--- src/rtl/elastic_pipe_buf_pkg.sv ---
// Shared constants and helpers for the elastic pipe buffer.
package elastic_pipe_buf_pkg;

    // Ceiling log2; clog2(1) == 0.
    function automatic int clog2(input int n);
        int r;
        int v;
        r = 0;
        v = n - 1;
        while (v > 0) begin
            r = r + 1;
            v = v >> 1;
        end
        return r;
    endfunction

    // Pointer width for a store of n entries, never narrower than one bit.
    function automatic int ptr_width(input int n);
        return (clog2(n) < 1) ? 1 : clog2(n);
    endfunction

endpackage

--- src/rtl/elastic_pipe_buf_mem.sv ---
// Register store behind the head register: one synchronous write port,
// asynchronous read at rd_addr.
module elastic_pipe_buf_mem #(
    parameter int WIDTH   = 32,
    parameter int ENTRIES = 3,
    parameter int PW      = 2
) (
    input  logic             clk,
    input  logic             we,
    input  logic [PW-1:0]    wr_addr,
    input  logic [WIDTH-1:0] wr_data,
    input  logic [PW-1:0]    rd_addr,
    output logic [WIDTH-1:0] rd_data
);

    logic [WIDTH-1:0] mem [ENTRIES];

    // Write one entry per cycle; contents need no reset because the
    // pointers and count decide which entries are meaningful.
    always_ff @(posedge clk) begin
        if (we) begin
            mem[wr_addr] <= wr_data;
        end
    end

    // Oldest stored entry, visible combinationally for head refill.
    always_comb begin
        rd_data = mem[rd_addr];
    end

endmodule

--- src/rtl/elastic_pipe_buf.sv ---
// Multi-entry valid/ready elastic buffer: a registered head (output) stage
// in front of a circular store of DEPTH-1 entries. s_ready, m_valid, m_data,
// count and almost_full are all registered, so no combinational path
// crosses the block.
//
// Handshake: a beat moves upstream->buffer only when s_valid & s_ready at a
// rising edge, and buffer->downstream only when m_valid & m_ready at a
// rising edge. s_valid may stay high while s_ready is low; nothing is taken.
// Once m_valid is high, m_data holds until the pop, a flush or rst.
module elastic_pipe_buf
    import elastic_pipe_buf_pkg::*;
#(
    parameter int WIDTH        = 32,
    parameter int DEPTH        = 4,
    parameter int AFULL_THRESH = 3,
    localparam int CW          = clog2(DEPTH + 1)
) (
    input  logic             clk,
    input  logic             rst,
    input  logic             flush,
    input  logic             s_valid,
    input  logic [WIDTH-1:0] s_data,
    output logic             s_ready,
    output logic             m_valid,
    output logic [WIDTH-1:0] m_data,
    input  logic             m_ready,
    output logic [CW-1:0]    count,
    output logic             almost_full
);

    localparam int ENTRIES = DEPTH - 1;
    localparam int PW      = ptr_width(ENTRIES);

    logic             push;
    logic             pop;
    logic             store_empty;
    logic             head_take_in;
    logic             store_wr;
    logic             store_rd;
    logic [CW-1:0]    count_next;
    logic [PW-1:0]    wr_ptr;
    logic [PW-1:0]    rd_ptr;
    logic [WIDTH-1:0] store_rd_data;

    // Circular pointer advance, wrapping from the last store slot to 0.
    function automatic logic [PW-1:0] ptr_inc(input logic [PW-1:0] p);
        return (p == PW'(ENTRIES - 1)) ? '0 : p + PW'(1);
    endfunction

    // Handshakes and the routing decision for an incoming beat: it lands in
    // the head when the head is (or is becoming) empty with nothing stored,
    // otherwise it goes into the store.
    always_comb begin
        push         = s_valid & s_ready;
        pop          = m_valid & m_ready;
        store_empty  = (count == CW'(m_valid));
        head_take_in = push & (~m_valid | (pop & store_empty));
        store_wr     = push & ~head_take_in & ~flush & ~rst;
        store_rd     = pop & ~store_empty;
        count_next   = count + CW'(push) - CW'(pop);
    end

    elastic_pipe_buf_mem #(
        .WIDTH   (WIDTH),
        .ENTRIES (ENTRIES),
        .PW      (PW)
    ) u_mem (
        .clk     (clk),
        .we      (store_wr),
        .wr_addr (wr_ptr),
        .wr_data (s_data),
        .rd_addr (rd_ptr),
        .rd_data (store_rd_data)
    );

    // Occupancy, flags, pointers and head register; rst beats flush, and
    // flush drops any coinciding push while leaving m_data untouched.
    always_ff @(posedge clk) begin
        if (rst) begin
            count       <= '0;
            s_ready     <= 1'b0;
            almost_full <= 1'b0;
            m_valid     <= 1'b0;
            m_data      <= '0;
            wr_ptr      <= '0;
            rd_ptr      <= '0;
        end else if (flush) begin
            count       <= '0;
            s_ready     <= 1'b1;
            almost_full <= 1'b0;
            m_valid     <= 1'b0;
            wr_ptr      <= '0;
            rd_ptr      <= '0;
        end else begin
            count       <= count_next;
            s_ready     <= (count_next < CW'(DEPTH));
            almost_full <= (count_next >= CW'(AFULL_THRESH));
            if (store_wr) begin
                wr_ptr <= ptr_inc(wr_ptr);
            end
            if (store_rd) begin
                rd_ptr  <= ptr_inc(rd_ptr);
                m_data  <= store_rd_data;
                m_valid <= 1'b1;
            end else if (head_take_in) begin
                m_data  <= s_data;
                m_valid <= 1'b1;
            end else if (pop) begin
                m_valid <= 1'b0;
            end
        end
    end

endmodule
--- config.mk ---
export PLATFORM = sky130hd
export DESIGN_NAME = elastic_pipe_buf
export DESIGN_NICKNAME = d
export VERILOG_FILES = /design/src/rtl/elastic_pipe_buf_pkg.sv /design/src/rtl/elastic_pipe_buf_mem.sv /design/src/rtl/elastic_pipe_buf.sv
export SDC_FILE = /design/constraint.sdc
export NUM_CORES = 1
export LEC_CHECK = 0
export ABC_AREA = 1
export BUFFER_PORTS_ARGS = -buffer_cell sky130_fd_sc_hd__buf_2
export CAP_MARGIN = 20
export CORE_ASPECT_RATIO = 1.25
export CORE_MARGIN = 4
export CORE_UTILIZATION = 53
export CTS_CLUSTER_SIZE = 20
export DETAILED_ROUTE_END_ITERATION = 16
export GPL_TIMING_DRIVEN = 0
export PLACE_DENSITY = 0.85
export SYNTH_ARGS = -nofsm -noshare
export SYNTH_HDL_FRONTEND = slang
export SYNTH_HIERARCHICAL = 1
export SYNTH_SLANG_ARGS = --single-unit
--- constraint.sdc ---
create_clock -name clk -period 3.6 [get_ports clk]
set_input_delay 0.18 -clock clk [delete_from_list [all_inputs] [get_ports clk]]
set_output_delay 0.18 -clock clk [all_outputs]
set_load 0.005 [all_outputs]
==> results_dict.tcl, run 1 <==
set metrics [dict create \
    core_um2 11700 \
    wl_per_cell_um 15.0 \
    cts_setup_buffers 0 \
    period_share_pct 67.4 \
    first_global_vias 5127 \
    area.sequential_um2 3720 \
    cts_sinks 138 \
    hold_ws_ns 0.0315 \
    die_height_um 130 \
    worstMarginPinSlew_ns 0.807 \
    place.gp.congestion 0.823 \
    critical_path_class "reg2reg" \
    synthCells 717 \
    cts_root_buffer "clkbuf_16" \
    start_kind "register" \
    min_period_ns 2.43 \
    grt-ovfl-total 0 \
    synth_seq_cells 138 \
    p_seq_share_pct 46.2 \
    final_cell_area_um2 7960 \
    ys_seq_area_share_pct 58.6 \
    critPathTopFamily "adder cells" \
    fmax_mhz 412 \
    avgSynthCellArea_um2 8.87 \
    area_growth_pct 25.1 \
    end_kind "register" \
    final_cell_mix "215 x nand2_1, 109 x inv_1, 97 x nand3_1" \
    dpl_cell_area_um2 7040 \
    p_switching_uw 785 \
    holdCritPathClass "in2reg" \
    total_leakage_power_uw 0.00376 \
    die_w_um 106 \
    run_status "finished clean" \
    vias_per_cell 5.13 \
    drtIter0Drc 479 \
    fillers 889 \
    synth_edf_count 96 \
    cp.required_ns 3.96 \
    fin_nets 888 \
    post_cts_resized 0 \
    io_pins 75 \
    cts_tree "done" \
    synth-async-reset-ratio_pct 0 \
    cts_made_buffers 17 \
    multiInputGateArea_um2 1940 \
    p_clk_share_pct 46.9 \
    clockBufferDepth 2 \
    clk_pin_slew_ns 0.06 \
    maxCapViolations 0 \
    drt.antenna.violating_nets 0 \
    path_max_fanout 10 \
    slew_headroom_pct 45.9 \
    hold_viol 0 \
    drc 0 \
    worstPathCellList "nand2_1 > inv_2 > buf_2 > ha_1 > inv_1 > ha_1 > fa_1 > xnor2_1 > xnor2_1 > o21ai_0 > inv_1" \
    rsz0062_at_grt "false" \
    grt_pass1_wl_um 24000 \
    synth_cell_type_count 28 \
    power.total_uw 3750 \
    powerDensity_nw_per_um2 471 \
    post-route-util_pct 68.2 \
    clk_latency_ns 0.42 \
    drv_slew 0 \
    switching_share_pct 21.0 \
    synth-main-ff-cell "edfxtp_1" \
    drive_gt1_share_pct 19.6 \
    start_util_pct 54.5 \
    syn-cell-area_um2 6360 \
    rows 44 \
    cpPeakStageDelay_ns 0.44 \
    setup_violations 0 \
    yosysWarnings 6 \
    p_comb_share_pct 6.9 \
    antenna_found_initial 0 \
    mostFrequentLayoutCell "nand2_1" \
    fin_tns_setup_ns 0 \
    hold_buffers 31 \
    die-area_um2 13800 \
    intPower_uw 2960 \
    portBuffers 74 \
    slowest_stage "dfxtp_1" \
    syn_nets 757 \
    grt_max_degree 30 \
    vias 5243 \
    worst_ep_arrival_time_ns 2.79 \
    dpl.hpwl_um 9640 \
    skew_ns 0.00714 \
    ir_drop_mv 0.344 \
    h-tree-depth 4 \
    drtPass1Iterations 5 \
    critPathBufInv 4 \
    grt_usage_pct 22.6 \
    drt-total-wl_um 15300 \
    diodes 0 \
]
[worst register-to-register path: cells and delay by family, from the launching register on]
kind            cells  cell delay, ns
fa+ha+maj           3            0.73
buf+inv             4            0.59
xor+xnor            2            0.40
compound gates      1            0.12
flops               1            0.44
simple gates        1            0.10
[Yosys cell counts (2+ instances only)]
cell / n / area share (%)
nand2_2: 21 / 2.1
nand3_1: 97 / 7.6
buf_6: 11 / 1.9
buf_4: 7 / 0.83
ha_1: 2 / 0.39
nand2_4: 2 / 0.35
edfxtp_1: 96 / 45
xnor2_1: 2 / 0.28
nand2_1: 215 / 13
buf_1: 6 / 0.35
buf_8: 2 / 0.47
dfxtp_1: 42 / 13
clkbuf_1: 3 / 0.18
nor2_1: 41 / 2.4
a21oi_1: 36 / 2.8
buf_2: 9 / 0.71
o21ai_0: 3 / 0.24
inv_2: 3 / 0.18
inv_1: 109 / 6.4
nand4_1: 2 / 0.20
[metrics by stage]
step,instances,setup slack (ns)
after floorplan,717,0.0847
after global placement,952,-1.42
after detailed placement,958,1.20
after CTS,1021,1.17
after global routing,1022,0.950
final,1022,1.17
[power by group through the flow]
stage               clock network, uW  logic, uW  registers, uW
global placement                    0        218           1760
detailed placement                  0        224           1770
CTS                              1770        254           1730
global route                     1830        286           1730
floorplan                           0        125           1770
finish                           1760        257           1730
[final cells by class]
type | count | area share, %
flip-flops and latches | 138 | 46.8
multi-input cells | 427 | 24.4
repair buffers | 112 | 9.74
clock buffers | 23 | 6.01
inverters | 114 | 5.46
plain buffers | 38 | 3.59
well taps | 161 | 2.53
clock inverters | 9 | 1.51
[registers in the layout, indices dropped and copies added, names as in the netlist]
signal and count:
almost_full 1, count 3, m_data 32, m_valid 1, rd_ptr 2, s_ready 1
u_mem/mem 96, wr_ptr 2
[logic make-up after synthesis]
kind of cell	share of synthesized area, %
xor+xnor	0.276
fa+ha+maj	0.708
simple gates	25.9
buf+inv	11.3
flops	58.6
compound gates	3.19
[worst paths after layout]
check / startpoint / endpoint / slack [ns] / cells after the start
max: m_valid$_SDFFE_PP0P_ / s_ready$_SDFF_PP0_ / 1.17 / 11
max reg2reg: m_valid$_SDFFE_PP0P_ / s_ready$_SDFF_PP0_ / 1.17 / 11
min reg2reg: m_data[17]$_SDFFE_PP0P_ / m_data[17]$_SDFFE_PP0P_ / 0.47 / 2
min: flush / s_ready$_SDFF_PP0_ / 0.03 / 3
[routing by layer]
metal	global-route usage [%]	vias up	wire [um]	share of wire (%)
met5	0	-	0	0
met4	11.5	0	466	3.0
met3	5.70	47	1130	7.3
met2	41.3	225	8040	53
met1	24.3	2437	5680	37
li1	-	2534	-	-
No activity file was read; power rests on OpenSTA's default activity.
==> run 2: changes to the inputs <==
Settings changed: CORE_UTILIZATION 53 to 58, PLACE_DENSITY 0.85 to 0.88.
Clock period 3.6 ns to 2.25 ns, I/O delays scaled along.
==> results_dict.tcl, run 2 (synthesis gave the netlist of run 1 again) <==
set metrics [dict create \
    drv_slew 0 \
    run_status "finished clean" \
    holdCritPathClass "in2reg" \
    top_regs "u_mem/mem (96), m_data (32), count (3)" \
    die_height_um 125 \
    final_cell_mix "215 x nand2_1, 109 x inv_1, 97 x nand3_1" \
    start_util_pct 59.6 \
    vias_per_cell 5.43 \
    top_register "u_mem/mem" \
    diodes 0 \
    drt-total-wl_um 16000 \
    clk_pin_slew_ns 0.05 \
    cts_root_buffer "clkbuf_16" \
    r2r_cells 9 \
    cts_made_buffers 17 \
    power.total_uw 5940 \
    dp_cells 927 \
    core_um2 10700 \
    drt.antenna.violating_nets 0 \
    skew_ns 0.00694 \
    start_kind "register" \
    portBuffers 74 \
    path_max_fanout 7 \
    drive_gt1_share_pct 20.1 \
    place.gp.congestion 0.804 \
    hp-start "s_valid" \
    cts_sinks 138 \
    slew_headroom_pct 63.4 \
    hold_end "m_valid$_SDFFE_PP0P_" \
    setup_violations 0 \
    r2r-start "m_valid$_SDFFE_PP0P_" \
    ir_drop_mv 0.628 \
    period_share_pct 92.6 \
    whs_path_depth 3 \
    cts_tree "done" \
    fin_nets 893 \
    finalNonFillerCells 998 \
    grt-ovfl-total 0 \
    hold_viol 0 \
    cp.required_ns 2.54 \
    min_period_ns 2.08 \
    end_kind "register" \
    worstMarginPinSlew_ns 0.549 \
    antenna_found_initial 0 \
    h-tree-depth 4 \
    rsz0062_at_grt "false" \
    worst_ep_arrival_time_ns 2.38 \
    area_growth_pct 26.2 \
    wl_per_cell_um 16.1 \
    drc 0 \
    grt_usage_pct 26.4 \
    mostFrequentLayoutCell "nand2_1" \
    maxCapViolations 0 \
    total_leakage_power_uw 0.00379 \
    drtPass1Iterations 5 \
    drtIter0Drc 502 \
    io_pins 75 \
    powerDensity_nw_per_um2 741 \
    grt_max_degree 23 \
    reg2reg_to "almost_full$_SDFF_PP0_" \
    first_global_vias 5552 \
    regToRegSetupSlack_ns 0.17 \
    die-area_um2 12700 \
    dpl.hpwl_um 9630 \
    rows 42 \
    die_w_um 102 \
    clk_latency_ns 0.42 \
    grt_pass1_wl_um 26100 \
    largest_reg_flops 96 \
    critical_path_class "reg2reg" \
    vias 5420 \
    fmax_mhz 480 \
    clockBufferDepth 2 \
]
==> run 2: worst max path at each step <==
stage	from	to	cells past startpoint
final	m_valid$_SDFFE_PP0P_	almost_full$_SDFF_PP0_	9
after CTS	m_valid$_SDFFE_PP0P_	s_ready$_SDFF_PP0_	10
after global routing	m_valid$_SDFFE_PP0P_	almost_full$_SDFF_PP0_	9
after floorplan	count[1]$_SDFF_PP0_	u_mem/mem[1][0]$_DFFE_PP_	6
after global placement	count[1]$_SDFF_PP0_	u_mem/mem[1][11]$_DFFE_PP_	6
after detailed placement	m_valid$_SDFFE_PP0P_	s_ready$_SDFF_PP0_	11
==> run 2: critical path: stages, from the launching register on <==
cell and delay (ns):
dfxtp_2 0.36, nand2_1 0.13, clkinv_4 0.08, ha_1 0.27, inv_1 0.04, ha_1 0.18, fa_1 0.38, xnor2_1 0.15
xnor2_1 0.26, o21ai_0 0.11
==> run 2: final cells by class <==
| type | instances | area (um^2) |
|---|---|---|
| Tap cell | 132 | 165 |
| Multi-Input combinational cell | 427 | 1940 |
| Sequential cell | 138 | 3720 |
| Inverter | 114 | 439 |
| Clock inverter | 10 | 123 |
| Clock buffer | 22 | 464 |
| Fill cell | 677 | 2650 |
| Buffer | 37 | 280 |
| Timing Repair Buffer | 118 | 881 |
==> run 2: report_power, final <==
part / leakage (uW) / internal (uW) / switching, uW
combinational: 0.00230 / 174 / 244
clock: 0.000293 / 1780 / 971
sequential: 0.00121 / 2750 / 21.8
total: 0.00379 / 4710 / 1240
==> run 2: repair_timing <==
action | in CTS | in global routing
pin swaps | 2 | 1
setup buffers | 4 | 3
hold buffers | 33 | 0
endpoints found under the hold margin | 97 | 0
cloned | 0 | 0
resized for setup | 1 | 3
setup endpoints to repair | 23 | 3
==> run 2: stage by stage <==
stage / util, % / instance area [um^2] / hold slack (ns) / TNS, ns / worst slack, ns
finish: 75.2 / 8020 / 0.0197 / 0 / 0.167
CTS: 74.9 / 8000 / 0.0151 / 0 / 0.0436
global placement: 64.8 / 6920 / 0.329 / -45.54 / -0.544
global route: 75.2 / 8020 / 0.0452 / 0 / 0.0155
detailed placement: 65.7 / 7010 / 0.333 / -1.90 / -0.152
floorplan: - / 6380 / 0.211 / 0 / 0.0733
==> run 2: layer usage <==
metal,wire [um],part of all wire [%],GRT usage [%]
met5,0,0,0
met4,633,3.9,13.9
met3,1220,7.6,5.46
met2,8290,52,44.8
met1,5900,37,31.1
==> run 3: changes to the inputs <==
Settings changed: REMOVE_ABC_BUFFERS set to 1.
Clock period 2.25 ns to 2.35 ns, I/O delays scaled along.
==> results_dict.tcl, run 3 (synthesis gave the netlist of run 1 again) <==
set metrics [dict create \
    slew_headroom_pct 43.2 \
    grt_usage_pct 23.4 \
    slowest_stage "dlygate4sd3_1" \
    largest_reg_flops 96 \
    violations "negative setup slack" \
    end_kind "register" \
    cp.required_ns 2.48 \
    io_pins 75 \
    cts_sinks 138 \
    hp-start "s_valid" \
    rsz0062_at_grt "true" \
    finalWorstSetupSlack_ns -0.0295 \
    clk_pin_slew_ns 0.06 \
    total_leakage_power_uw 0.00364 \
    vias 5070 \
    critPathBufInv 6 \
    diodes 0 \
    final_cell_area_um2 7800 \
    regToRegSetupSlack_ns 0.04 \
    fillers 738 \
    ir_drop_mv 0.668 \
    run_status "complete, but fails checks" \
    worst_ep_arrival_time_ns 2.51 \
    core_um2 10700 \
    top_register "u_mem/mem" \
    cts_root_buffer "clkbuf_16" \
    holdCritPathClass "in2reg" \
    fmax_mhz 420 \
    min_period_ns 2.38 \
    antenna_found_initial 0 \
    start_util_pct 59.6 \
    place.gp.congestion 0.737 \
    path_max_fanout 10 \
    die-area_um2 12700 \
    drc 0 \
    critical_path_class "in2reg" \
    die_height_um 125 \
    hold_viol 0 \
    worstMarginPinSlew_ns 0.852 \
    start_kind "input port" \
    die_w_um 102 \
    dp_slack_ns -0.377 \
    grt_pass1_wl_um 23300 \
    first_global_vias 5008 \
    startpoint "flush" \
    fin_nets 857 \
    mostFrequentLayoutCell "nand2_1" \
    fin_tns_setup_ns -0.217 \
    drive_gt1_share_pct 18.8 \
    clockBufferDepth 2 \
    rows 42 \
    critPathTopFamily "buffers and inverters" \
    grt_max_degree 65 \
    area_growth_pct 22.8 \
    finalNonFillerCells 962 \
    final_cell_mix "214 x nand2_1, 109 x inv_1, 96 x nand3_1, 96 x edfxtp_1, 74 x buf_2" \
    hold_ws_ns 0.0194 \
    cts_tree "done" \
    cpPeakStageDelay_ns 0.55 \
    period_share_pct 101 \
    dp_cells 894 \
    powerDensity_nw_per_um2 722 \
    r2r-start "count[1]$_SDFF_PP0_" \
    portBuffers 74 \
    drtIter0Drc 373 \
    drt.antenna.violating_nets 0 \
    skew_ns 0.00741 \
    wl_per_cell_um 15.5 \
    drt-total-wl_um 14900 \
    clk_latency_ns 0.42 \
    worstPathCellList "dlygate4sd3_1 > buf_2 > nor2_1 > nand4_1 > inv_1 > inv_1 > nor3b_2 > buf_6 > buf_6" \
    dpl.hpwl_um 8020 \
    grt-ovfl-total 0 \
    top_regs "u_mem/mem (96), m_data (32), count (3)" \
    drtPass1Iterations 5 \
    setup_violations 8 \
    vias_per_cell 5.27 \
    cts_made_buffers 17 \
    h-tree-depth 4 \
    drv_slew 0 \
    maxCapViolations 0 \
    dpl_cell_area_um2 6780 \
]
-- run 3: cell count changes in the layout (fill, tap and decap cells not counted), moves of 3 or more --
cell	delta
buf_2	-8
buf_6	-6
buf_12	-3
inv_6	+3
clkbuf_1	-6
buf_4	-11
clkinv_2	-6
buf_1	-6
clkinvlp_4	+6
-- run 3: metrics by stage --
stage	utilization, %	total power (uW)
after floorplan	-	2870
after global placement	61.9	3000
after detailed placement	63.6	3020
after CTS	72.4	5650
after global routing	73.2	5820
final	73.2	5640
-- run 3: path summary, 6_finish.rpt --
path,endpoint,depth (start not counted)
setup / recovery,u_mem/mem[1][27]$_DFFE_PP_,9
hold reg to reg,m_data[23]$_SDFFE_PP0P_,2
hold / removal,m_valid$_SDFFE_PP0P_,3
setup reg to reg,u_mem/mem[1][27]$_DFFE_PP_,8
-- run 3: cell type report --
| class | instances | area, um^2 | share of cell area (%) |
|---|---|---|---|
| flip-flops and latches | 138 | 3730 | 47.8 |
| multi-input cells | 428 | 1990 | 25.5 |
| repair buffers | 117 | 875 | 11.2 |
| inverters | 114 | 448 | 5.74 |
| clock buffers | 18 | 439 | 5.63 |
| well taps | 132 | 165 | 2.12 |
| clock inverters | 14 | 148 | 1.89 |
| repair inverters | 1 | 8.76 | 0.112 |
-- run 3: report_power, final --
group          total (uW)  internal (uW)  switching (uW)
logic                 379            156             223
registers            2650           2630            20.4
clock network        2610           1590            1020
-- run 3: worst reg2reg max path: cells and delay by family (launching register included) --
kind | cells | cell delay, ns
and+or+nand+nor | 4 | 0.92
DFF | 1 | 0.47
buffers and inverters | 4 | 0.63
-- run 3: layer usage --
metal  GRT usage [%]  routed length, um  up-vias
met5               0                  0        -
met1            27.0               5760     2347
met4            10.6                275        0
met2            40.4               7820      220
met3            5.91               1090       30
li1                -                  -     2473
-- run 3: what timing repair did --
action / 4_1_cts / 5_1_grt
resized for setup: 6 / 10
endpoints found under the hold margin: 97 / 0
pin swaps: 0 / 2
hold buffers: 33 / 0
gates cloned: 0 / 2
setup buffers: 0 / 0
setup endpoints to repair: 35 / 61
